<file path="src/rtl/aes256_inv_key_schedule_pkg.sv">
// ---------------------------------------------------------------------------
// aes256_inv_key_schedule_pkg
// Shared definitions for the AES-256 reverse key schedule:
//   NR, KEY_W, RK_W : round count and key / round-key widths
//   state_t         : FSM state encoding (IDLE, EXPAND, EMIT)
//   rcon()          : round constant byte for k = 1..7
// ---------------------------------------------------------------------------
package aes256_inv_key_schedule_pkg;

  localparam int NR    = 14;
  localparam int KEY_W = 256;
  localparam int RK_W  = 128;

  typedef enum logic [1:0] {
    ST_IDLE   = 2'd0,
    ST_EXPAND = 2'd1,
    ST_EMIT   = 2'd2
  } state_t;

  // Round constant for AES-256; only k = 1..7 is ever used.
  function automatic logic [7:0] rcon(input logic [3:0] k);
    logic [7:0] r;
    case (k)
      4'd1:    r = 8'h01;
      4'd2:    r = 8'h02;
      4'd3:    r = 8'h04;
      4'd4:    r = 8'h08;
      4'd5:    r = 8'h10;
      4'd6:    r = 8'h20;
      4'd7:    r = 8'h40;
      default: r = 8'h00;
    endcase
    return r;
  endfunction

endpackage

</file>
<file path="src/rtl/aes256_inv_key_schedule_if.sv">
// ---------------------------------------------------------------------------
// aes256_inv_key_schedule_if
// Request / key-stream bundle of the reverse key schedule.
//   start, key_in            : request a schedule for a 256-bit cipher key
//   key_valid, key_ready     : round-key stream handshake
//   round_key_out            : 128-bit round key, first word in [127:96]
//   round_num_out            : round index of round_key_out (14 down to 0)
//   busy, done, check_err    : status
//   dbg_state                : current FSM state, for observation only
// Modports: master = requester/consumer side, slave = the schedule block.
//
// Handshake: a round key transfers on a rising edge where key_valid and
// key_ready are both high. key_valid never depends on key_ready; once
// raised, key_valid and the key/round outputs hold until that transfer.
// ---------------------------------------------------------------------------
interface aes256_inv_key_schedule_if;
  import aes256_inv_key_schedule_pkg::*;

  logic             start;
  logic [KEY_W-1:0] key_in;
  logic             key_ready;
  logic             key_valid;
  logic [RK_W-1:0]  round_key_out;
  logic [3:0]       round_num_out;
  logic             busy;
  logic             done;
  logic             check_err;
  state_t           dbg_state;

  modport master (
    output start, key_in, key_ready,
    input  key_valid, round_key_out, round_num_out, busy, done, check_err,
           dbg_state
  );

  modport slave (
    input  start, key_in, key_ready,
    output key_valid, round_key_out, round_num_out, busy, done, check_err,
           dbg_state
  );

endinterface

</file>
<file path="src/rtl/aes256_inv_key_schedule_sbox.sv">
// ---------------------------------------------------------------------------
// aes256_inv_key_schedule_sbox
// Byte-wide AES forward S-box, purely combinational.
//   a : input byte
//   c : substituted byte
// ---------------------------------------------------------------------------
module aes256_inv_key_schedule_sbox (
  input  logic [7:0] a,
  output logic [7:0] c
);

  // Entry for input value v sits at bits [(255-v)*8 +: 8].
  localparam logic [2047:0] SBOX = {
    128'h637c777bf26b6fc53001672bfed7ab76,
    128'hca82c97dfa5947f0add4a2af9ca472c0,
    128'hb7fd9326363ff7cc34a5e5f171d83115,
    128'h04c723c31896059a071280e2eb27b275,
    128'h09832c1a1b6e5aa0523bd6b329e32f84,
    128'h53d100ed20fcb15b6acbbe394a4c58cf,
    128'hd0efaafb434d338545f9027f503c9fa8,
    128'h51a3408f929d38f5bcb6da2110fff3d2,
    128'hcd0c13ec5f974417c4a77e3d645d1973,
    128'h60814fdc222a908846eeb814de5e0bdb,
    128'he0323a0a4906245cc2d3ac629195e479,
    128'he7c8376d8dd54ea96c56f4ea657aae08,
    128'hba78252e1ca6b4c6e8dd741f4bbd8b8a,
    128'h703eb5664803f60e613557b986c11d9e,
    128'he1f8981169d98e949b1e87e9ce5528df,
    128'h8ca1890dbfe6426841992d0fb054bb16
  };

  assign c = SBOX[{~a, 3'b000} +: 8];

endmodule

</file>
<file path="src/rtl/aes256_inv_key_schedule.sv">
// ---------------------------------------------------------------------------
// aes256_inv_key_schedule
// Produces AES-256 round keys in decryption order (round 14 down to 0).
// A 256-bit window W first runs 13 forward expansion steps to reach words
// 52..59, then walks backwards one window step per accepted round key,
// recovering four earlier words from the eight it holds.
//
// Ports:
//   clk   : clock, rising edge
//   reset : asynchronous, active-high
//   bus   : aes256_inv_key_schedule_if.slave (start/key_in request,
//           key_valid/key_ready round-key stream, busy/done/check_err,
//           dbg_state)
//
// Build option AES_IKS_SELFCHECK_EN: keeps the upper half of the accepted
// key and raises a sticky check_err if the emitted round-0 key differs.
// Without it check_err is constant 0.
// ---------------------------------------------------------------------------
module aes256_inv_key_schedule
  import aes256_inv_key_schedule_pkg::*;
(
  input logic                      clk,
  input logic                      reset,
  aes256_inv_key_schedule_if.slave bus
);

  state_t            state, state_next;
  logic [KEY_W-1:0]  win, win_next;
  logic [3:0]        step_cnt, step_next;
  logic [3:0]        rnd, rnd_next;
  logic              valid_q, valid_next;
  logic              done_q, done_next;
  logic [RK_W-1:0]   rk_q, rk_next;
  logic [3:0]        rn_q;

  logic              hs;
  logic [31:0]       sb_in, sb_out, t_word;
  logic              use_rot;
  logic [3:0]        rcon_k;
  logic [31:0]       f0, f1, f2, f3;
  logic [31:0]       r0, r1, r2, r3;
  logic [KEY_W-1:0]  fwd_win, rev_win;

  // Window words: word n of W is win[255-32n -: 32].
  // Forward: W = w[i-8..i-1]; the S-box sees w[i-1].
  // Reverse at round r: W = w[4r-4..4r+3]; the S-box sees w[4r-1], which
  // feeds the only non-trivial transform, that of w[4r-8].
  assign hs      = valid_q & bus.key_ready;
  assign sb_in   = (state == ST_EMIT) ? win[159:128] : win[31:0];
  assign use_rot = (state == ST_EMIT) ? ~rnd[0] : ~step_cnt[0];
  assign rcon_k  = (state == ST_EMIT) ? {1'b0, rnd[3:1]}
                                      : {1'b0, step_cnt[3:1]} + 4'd1;

  for (genvar g = 0; g < 4; g++) begin : g_sbox
    aes256_inv_key_schedule_sbox u_sbox (
      .a (sb_in[8*g +: 8]),
      .c (sb_out[8*g +: 8])
    );
  end

  // Sub-then-rotate equals rotate-then-sub because SubWord is bytewise.
  assign t_word = use_rot ? ({sb_out[23:0], sb_out[31:24]} ^ {rcon(rcon_k), 24'h0})
                          : sb_out;

  assign f0      = win[255:224] ^ t_word;
  assign f1      = win[223:192] ^ f0;
  assign f2      = win[191:160] ^ f1;
  assign f3      = win[159:128] ^ f2;
  assign fwd_win = {win[127:0], f0, f1, f2, f3};

  // Reverse: w[j] = w[j+8] ^ t(w[j+7]); only j = 4r-8 needs the S-box.
  assign r0      = win[127:96] ^ t_word;
  assign r1      = win[95:64]  ^ win[127:96];
  assign r2      = win[63:32]  ^ win[95:64];
  assign r3      = win[31:0]   ^ win[63:32];
  assign rev_win = {r0, r1, r2, r3, win[255:128]};

  always_comb begin
    state_next = state;
    win_next   = win;
    step_next  = step_cnt;
    rnd_next   = rnd;
    valid_next = valid_q;
    done_next  = 1'b0;
    unique case (state)
      ST_IDLE: begin
        if (bus.start) begin
          state_next = ST_EXPAND;
          win_next   = bus.key_in;
          step_next  = 4'd0;
          rnd_next   = 4'd0;
        end
      end
      ST_EXPAND: begin
        win_next  = fwd_win;
        step_next = step_cnt + 4'd1;
        if (step_cnt == 4'd12) begin
          state_next = ST_EMIT;
          rnd_next   = 4'(NR);
        end
      end
      ST_EMIT: begin
        // key_valid is registered, so it first rises one cycle into EMIT.
        valid_next = 1'b1;
        if (hs) begin
          if (rnd == 4'd0) begin
            state_next = ST_IDLE;
            valid_next = 1'b0;
            done_next  = 1'b1;
          end else begin
            rnd_next = rnd - 4'd1;
            // Round 1 -> 0 only switches to the upper half of W.
            if (rnd >= 4'd2) win_next = rev_win;
          end
        end
      end
      default: state_next = ST_IDLE;
    endcase
    rk_next = (rnd_next == 4'd0) ? win_next[255:128] : win_next[127:0];
  end

  always_ff @(posedge clk or posedge reset) begin
    if (reset) begin
      state    <= ST_IDLE;
      win      <= '0;
      step_cnt <= '0;
      rnd      <= '0;
      valid_q  <= 1'b0;
      done_q   <= 1'b0;
      rk_q     <= '0;
      rn_q     <= '0;
    end else begin
      state    <= state_next;
      win      <= win_next;
      step_cnt <= step_next;
      rnd      <= rnd_next;
      valid_q  <= valid_next;
      done_q   <= done_next;
      if (valid_next) begin
        rk_q <= rk_next;
        rn_q <= rnd_next;
      end
    end
  end

`ifdef AES_IKS_SELFCHECK_EN
  logic [RK_W-1:0] key_hi;
  logic            err_q;

  always_ff @(posedge clk or posedge reset) begin
    if (reset) begin
      key_hi <= '0;
      err_q  <= 1'b0;
    end else if (state == ST_IDLE && bus.start) begin
      key_hi <= bus.key_in[255:128];
      err_q  <= 1'b0;
    end else if (state == ST_EMIT && hs && rnd == 4'd0 && rk_q != key_hi) begin
      err_q <= 1'b1;
    end
  end

  assign bus.check_err = err_q;
`else
  assign bus.check_err = 1'b0;
`endif

  assign bus.key_valid     = valid_q;
  assign bus.round_key_out = rk_q;
  assign bus.round_num_out = rn_q;
  assign bus.busy          = (state != ST_IDLE);
  assign bus.done          = done_q;
  assign bus.dbg_state     = state;

endmodule
</file>
<file path="src/flat_wrapper.sv">
// flat-port wrapper written by rule: the top's interface ports become plain ports
module aes256_inv_key_schedule_flat import aes256_inv_key_schedule_pkg::*;
  (clk, reset, bus_start, bus_key_in, bus_key_ready, bus_key_valid, bus_round_key_out, bus_round_num_out, bus_busy, bus_done, bus_check_err, bus_dbg_state);
  aes256_inv_key_schedule_if bus_i ();
  input logic clk;
  input logic reset;
  input wire logic [$bits(bus_i.start)-1:0] bus_start;
  input wire logic [$bits(bus_i.key_in)-1:0] bus_key_in;
  input wire logic [$bits(bus_i.key_ready)-1:0] bus_key_ready;
  output wire logic [$bits(bus_i.key_valid)-1:0] bus_key_valid;
  output wire logic [$bits(bus_i.round_key_out)-1:0] bus_round_key_out;
  output wire logic [$bits(bus_i.round_num_out)-1:0] bus_round_num_out;
  output wire logic [$bits(bus_i.busy)-1:0] bus_busy;
  output wire logic [$bits(bus_i.done)-1:0] bus_done;
  output wire logic [$bits(bus_i.check_err)-1:0] bus_check_err;
  output wire logic [$bits(bus_i.dbg_state)-1:0] bus_dbg_state;
  assign bus_i.start = bus_start;
  assign bus_i.key_in = bus_key_in;
  assign bus_i.key_ready = bus_key_ready;
  assign bus_key_valid = bus_i.key_valid;
  assign bus_round_key_out = bus_i.round_key_out;
  assign bus_round_num_out = bus_i.round_num_out;
  assign bus_busy = bus_i.busy;
  assign bus_done = bus_i.done;
  assign bus_check_err = bus_i.check_err;
  assign bus_dbg_state = bus_i.dbg_state;
  aes256_inv_key_schedule u_core (.clk(clk), .reset(reset), .bus(bus_i));
endmodule
</file>
<file path="config.mk">
export PLATFORM = sky130hd
export DESIGN_NAME = aes256_inv_key_schedule_flat
export DESIGN_NICKNAME = d
export VERILOG_FILES = /design/src/rtl/aes256_inv_key_schedule_pkg.sv /design/src/rtl/aes256_inv_key_schedule_if.sv /design/src/rtl/aes256_inv_key_schedule_sbox.sv /design/src/rtl/aes256_inv_key_schedule.sv /design/src/flat_wrapper.sv
export SDC_FILE = /design/constraint.sdc
export NUM_CORES = 2
export LEC_CHECK = 0
export ABC_AREA = 0
export BUFFER_PORTS_ARGS = -buffer_cell sky130_fd_sc_hd__buf_4
export CAP_MARGIN = 20
export CORE_UTILIZATION = 45
export DETAILED_ROUTE_END_ITERATION = 10
export SLEW_MARGIN = 10
export SYNTH_ARGS = -nofsm -noshare
export SYNTH_HDL_FRONTEND = slang
export SYNTH_HIERARCHICAL = 1
export SYNTH_SLANG_ARGS = --single-unit
</file>
<file path="constraint.sdc">
create_clock -name clk -period 19 [get_ports clk]
set_clock_uncertainty 0.05 [all_clocks]
set_input_delay 2.85 -clock clk [delete_from_list [all_inputs] [get_ports clk]]
set_output_delay 2.85 -clock clk [all_outputs]
set_load 0.01 [all_outputs]
</file>
* Word-level counts from Yosys, hierarchy flattened *
Index checks and enable logic that the tools add are counted.

storage, ports and cells
  word-level logic and storage cells = 82
  output and inout bits = 138
  bits in registers = 400

cells by class
  reduce and logical (&&, ||, !) cells = 7
  shift operators = 4
  bitwise operators = 16
  muxes and demuxes = 29
  equal/unequal tests = 14
  $add $sub $neg = 3
  $lt $le $gt $ge = 1

operators by type and width
  kind                          number
  $shiftx A2048 B12 Y8 const A  4
  $mux W256                     4
  $pmux W256 S3                 1
  $xor A32 B32 Y32              8
  $mux W128                     1
  $mux W32                      2
  $pmux W7 S7                   1
  $not A8 Y8                    4
  $xor A32 B31 Y32              1
  $mux W4                       6
  $eq A4 B3 Y1 const B          4
  $pmux W4 S3                   1
  $eq A4 B2 Y1 const B          2
  $logic_not A4 Y1              2
  $mux W2                       4
  $pmux W4 S2                   1
  $mux W1                       7
  $pmux W2 S3                   1
  $add A3 B1 Y4 const B         1
  $add A4 B1 Y4 const B         1
  $eq A4 B1 Y1 const B          1
  $eq A4 B4 Y1 const B          1
  $ge A4 B2 Y1 const B          1
  $ne A2 B1 Y1 const B          2
  other kinds (10)              13

* Longest topological paths before layout *
  depth in word-level cells = 12
  depth in mapped cells = 24
  mapped depth without buffers = 18

* Hierarchy *
Netlist, hierarchy kept.

by module, submodules not included
  module                        instances  cells each  area an instance (um^2)  sequential area each (um^2)
  aes256_inv_key_schedule       1          2490        23371.2                  10009.6
  aes256_inv_key_schedule_sbox  4          550         3533.4                   0.0

* Worst setup path after synthesis *
Ideal clock, no wire load.

  path type = register to register
  start = register u_core.state[1] (netlist: u_core/bus.dbg_state[1])
  end = register u_core.rk_q[28] (netlist: u_core/bus.round_key_out[28])
  setup slack = 13323 ps
  setup time = 137 ps
  data arrival time = 5490 ps
  cell stages (with the launch flop) = 22
  clock period less this slack = 5677 ps
  cells stage by stage = dfrtp_1 -> nor2b_1 -> clkbuf_1 -> clkbuf_1 -> clkbuf_1 -> o21ai_0 -> buf_2 -> inv_1 -> ha_1 -> or2_2 -> clkbuf_1 -> a21oi_1 -> a211oi_1 -> o221a_1 -> nor2_1 -> a32o_1 -> or3_1 -> a31o_2 -> xnor3_1 -> xor3_1 -> a2111oi_0 -> nor3_1

between the ends
  longest elaborated chain between the ends = 12
  elaborated cells between the ends (all ways) = 29
  those cells by class = eq/ne (9); shift (2); mux (9); bitwise (7); reduce/logical (2)

RTL lines
  element                      line                                RTL
  start: declaration           aes256_inv_key_schedule.sv:27       state_t state, state_next;
  start signal: assignment     aes256_inv_key_schedule.sv:133      state <= state_next;
  $eq A2 B2 Y1                 aes256_inv_key_schedule.sv:49       assign sb_in = (state == ST_EMIT) ? win[159:128] : win[31:0];
  $mux W32                     aes256_inv_key_schedule.sv:49
  named net u_core.sb_in[17]   aes256_inv_key_schedule.sv:37       logic [31:0] sb_in, sb_out, t_word;
  $not A8 Y8                   aes256_inv_key_schedule_sbox.sv:32  assign c = SBOX[{~a, 3'b000} +: 8];
  $shiftx A2048 B12 Y8         aes256_inv_key_schedule_sbox.sv:32
  named net u_core.sb_out[20]  aes256_inv_key_schedule.sv:37
  $xor A32 B31 Y32             aes256_inv_key_schedule.sv:62       assign t_word = use_rot ? ({sb_out[23:0], sb_out[31:24]} ^ {rcon(rcon_k), 24'h0})
  $mux W32                     aes256_inv_key_schedule.sv:62
  $xor A32 B32 Y32             aes256_inv_key_schedule.sv:65       assign f0 = win[255:224] ^ t_word;
  $xor A32 B32 Y32             aes256_inv_key_schedule.sv:66       assign f1 = win[223:192] ^ f0;
  $xor A32 B32 Y32             aes256_inv_key_schedule.sv:67       assign f2 = win[191:160] ^ f1;
  $xor A32 B32 Y32             aes256_inv_key_schedule.sv:68       assign f3 = win[159:128] ^ f2;
  $pmux W256 S3                aes256_inv_key_schedule.sv:85       unique case (state)
  $mux W128                    aes256_inv_key_schedule.sv:119      rk_next = (rnd_next == 4'd0) ? win_next[255:128] : win_next[127:0];
  end signal: assignment       aes256_inv_key_schedule.sv:140      rk_q <= rk_next;
  end: declaration             aes256_inv_key_schedule.sv:33       logic [RK_W-1:0] rk_q, rk_next;

The timed path passes the listed nets, and every way through them passes these cells.
A chain may end at the register's enable or synchronous reset.

* Final worst setup path *
  start = register u_core.state[1] (netlist: u_core/bus.dbg_state[1])
  end = register u_core.rk_q[18] (netlist: u_core/bus.round_key_out[18])

between the ends
  elaborated cells between the ends (all ways) = 20
  those cells by class = eq/ne (2); shift (2); mux (7); bitwise (7); reduce/logical (2)

RTL lines
  element                        line                                RTL
  $eq A2 B2 Y1                   aes256_inv_key_schedule.sv:49
  $mux W32                       aes256_inv_key_schedule.sv:49
  named net u_core.sb_in[17]     aes256_inv_key_schedule.sv:37
  $not A8 Y8                     aes256_inv_key_schedule_sbox.sv:32
  $shiftx A2048 B12 Y8           aes256_inv_key_schedule_sbox.sv:32
  named net u_core.sb_out[18]    aes256_inv_key_schedule.sv:37
  $mux W32                       aes256_inv_key_schedule.sv:62
  $xor A32 B32 Y32               aes256_inv_key_schedule.sv:65
  $xor A32 B32 Y32               aes256_inv_key_schedule.sv:66
  $xor A32 B32 Y32               aes256_inv_key_schedule.sv:67
  $xor A32 B32 Y32               aes256_inv_key_schedule.sv:68
  $pmux W256 S3                  aes256_inv_key_schedule.sv:85
  named net u_core.win_next[18]  aes256_inv_key_schedule.sv:28       logic [KEY_W-1:0] win, win_next;
  $mux W128                      aes256_inv_key_schedule.sv:119

The timed path passes the listed nets, and every way through them passes these cells.

==> run_results.csv <==
group,metric,value,unit
logic_synthesis,synth_cells,4690,
sta,timing.hold.ws,0.433,ns
sta,setup_viol,0,
setup_path,crit_path_frequent_cell,"buf_4",
logic_synthesis,synth_edf_count,0,
clock_network,postCtsHoldBufs,0,
setup_path,cp.required,19.45,ns
setup_path,path_max_fanout,36,
logic_synthesis,yosys_warnings,6,
logic_synthesis,synth_cell_types,103,
placement,dp_cells,5766,
floorplanning,rows,105,
floorplanning,start_util,45.6,%
setup_path,slowest_stage,"ha_1",
clock_network,cts-htree-levels,2,
clock_network,cts_resized,0,
route,postRouteWirelength,196000,um
floorplanning,die_h,291,um
setup_path,cp.arrival,8.61,ns
global_route,grt_pass1_vias,39575,
logic_synthesis,ys_seq_area_share,26.7,%
route,first_iter_violations,7904,
setup_path,worst-path-buf-inv,4,
sta,setup-tns-final,0,ns
sta,maxSlewHeadroom,25.2,%
cells_and_area,final_cells,5863,
placement,io_buffers,396,
sta,fin_crit_sh,43.0,%
logic_synthesis,synth_nets,5015,
run_status,status,"finished clean",
setup_path,cp-end-kind,"flop",
sta,drv_slew,0,
clock_network,clockBufferDepth,3,
clock_network,cts_buffers,50,
setup_path,slowest_delay,0.84,ns
logic_synthesis,synth_top_area_share,26.7,%
global_route,grt_start_max_net_pins,155,
route,via_count,43071,
floorplanning,die_w,291,um
worst_hold_path,min_path_type,"reg2reg",
logic_synthesis,postSynth.asyncResetShare,100,%
cells_and_area,fin_nets,5074,
setup_path,critical_path.cell_chain,"nor2b_4 > buf_4 > buf_4 > nand2_1 > o21ai_2 > buf_4 > inv_1 > ha_1 > and2b_1 > nor2_1 > o32ai_1 > nor4_1 > a221oi_1 > o22ai_1 > mux2i_1 > xor2_1 > xnor2_1 > xor2_1 > o21ai_0 > a221o_1",
logic_synthesis,netlist_top_cells_area,"dfrtp_1 (27%), o21ai_0 (7.0%), nand2_1 (4.6%)",
route,routedWlPerCell,33.4,um
sta,worst_slew_pin_slew,1.12,ns
floorplanning,num_io_pins,398,
placement,hpwl,134000,um
clock_network,cts_tree,"built",
floorplanning,fp.dieArea,84500,sq um
clock_network,clkSinkCount,400,
global_route,gr-total-overflow,0,
clock_network,clkTransAtPathRegs,0.06,ns
route,via_per_inst,7.35,
sta,period_needed,8.16,ns
logic_synthesis,yosysTopAreaCell,"dfrtp_1",
logic_synthesis,dominantRegCellSynth,"dfrtp_1",
route,ant_nets,0,
job,maxCapViolations,0,
sta,finalHoldViolCount,0,
sta,fmax,0.123,GHz
route,dr.pass1.iters,7,
global_route,globalRouteTotalUtil,44.4,%
global_route,antenna_found_initial,14,
route,drc,0,
logic_synthesis,ys_ff_latch,400,
setup_path,crit_family,"buffers and inverters",
logic_synthesis,syn_area_per_cell,8.00,sq um
placement,gp_congestion,1.08,
global_route,grt_pass1_wl,283000,um
cells_and_area,drive_gt1_share,16.6,%
clock_network,root_buffer,"clkbuf_16",
setup_path,startpoint_type,"flop",
cells_and_area,syn_to_final_growth,12.9,%
floorplanning,core,82200,sq um
sta,rsz0062_at_grt,"no",
clock_network,worstSkewPairLatency,0.67,ns
logic_synthesis,synthesis.area,37500,sq um
setup_path,critical_path_class,"reg2reg",
clock_network,post-cts-setup-buffer-count,0,
## sequential cells by signal, summed over array words and instances (netlist names)
name                      cells
u_core/bus.dbg_state          2
u_core/step_cnt               4
u_core/win                  256
u_core/bus.round_key_out    128
u_core/bus.key_valid          1
u_core/bus.done               1
u_core/bus.round_num_out      4
u_core/rnd                    4
## worst register-to-register path, delay by kind of cell (launching register included)
kind | cells | cell delay [ns]
buf+inv | 4 | 2.04
compound gates | 6 | 1.48
simple gates | 5 | 1.24
xor+xnor | 3 | 1.20
fa+ha+maj | 1 | 0.84
flops | 1 | 0.69
mux | 1 | 0.50
## stage by stage
| step | util [%] | instance area, sq um | worst slack [ns] |
|---|---|---|---|
| after floorplan | - | 37500 | 4.98 |
| after global placement | 49.2 | 40500 | 11.27 |
| after detailed placement | 49.2 | 40500 | 11.28 |
| after CTS | 51.4 | 42300 | 11.24 |
| after global routing | 51.5 | 42300 | 10.73 |
| final | 51.5 | 42300 | 10.84 |
## final timing paths
check / from / end / slack [ns] / cells past startpoint
max reg2reg: u_core/bus.dbg_state[1] / u_core/bus.round_key_out[18] / 10.84 / 20
max: u_core/bus.dbg_state[1] / u_core/bus.round_key_out[18] / 10.84 / 20
min in group asynchronous: reset / u_core/win[154] / 2.22 / 2
min: u_core/bus.round_key_out[41] / u_core/bus.round_key_out[41] / 0.43 / 2
max in group asynchronous: reset / u_core/win[76] / 14.57 / 4
min reg2reg: u_core/bus.round_key_out[41] / u_core/bus.round_key_out[41] / 0.43 / 2
## per-layer routing
metal | part of all wire (%) | up-vias | GRT usage (%)
li1 | - | 17991 | -
met1 | 39 | 20807 | 61.1
met2 | 40 | 3601 | 62.1
met3 | 15 | 650 | 15.5
met4 | 5.5 | 22 | 19.9
met5 | 0.064 | - | 0
## kinds of logic after synthesis
logic type,count (synthesis),synth area share (%)
compound gates,1923,35.6
simple gates,1404,18.3
buf+inv,590,7.86
flops,400,26.7
xor+xnor,169,5.10
mux,138,4.28
fa+ha+maj,65,2.17
other cells,1,0.0100
## synthesized netlist by cell type, types with 28 or more instances
cell type and count:
a21o_1 35, dfrtp_1 400, a221oi_1 54, nor2b_1 70
buf_6 40, a222oi_1 106, o21ai_0 526, a21oi_1 286
ha_1 65, a31oi_1 92, buf_2 164, nand3_1 112
o211ai_1 76, a221o_1 97, clkbuf_1 211, xnor2_1 56
o22ai_1 70, xor2_1 83, nand2_1 458, nor2_1 324
a32oi_1 43, a22oi_1 52, and2_1 42, mux2i_1 98
buf_4 47, or2_2 28, or3_1 28, o21ai_1 39
a211oi_1 59, nand2b_1 100, and3_1 60, a311oi_1 52
o221ai_1 33, o31ai_1 33, inv_1 88, nor3_1 80
## layout make-up
class / count / area [sq um]
Antenna cell: 3 / 7.51
Clock buffer: 69 / 1450
Clock inverter: 24 / 383
Fill cell: 7967 / 39900
Inverter: 93 / 358
Multi-Input combinational cell: 3700 / 25000
Sequential cell: 400 / 10000
Tap cell: 1070 / 1340
Timing Repair Buffer: 504 / 3830
## cells in the final DEF, fill, tap and decap left out, drive strengths merged, types with 76 or more instances in the layout
master / netlist / final
mux2i: 100 / 100
xor2: 83 / 83
dfrtp: 400 / 400
nor2: 328 / 328
nand2: 474 / 474
nand3: 112 / 112
o21ai: 565 / 565
nor2b: 78 / 78
o211ai: 76 / 76
nand2b: 109 / 109
buf: 282 / 504
a31oi: 94 / 94
inv: 93 / 95
nor3: 80 / 80
a222oi: 106 / 106
a221o: 97 / 97
a21oi: 286 / 286
Power is not shown: default switching activity piles up to over one toggle a cycle in this logic, so the estimate is an artifact.
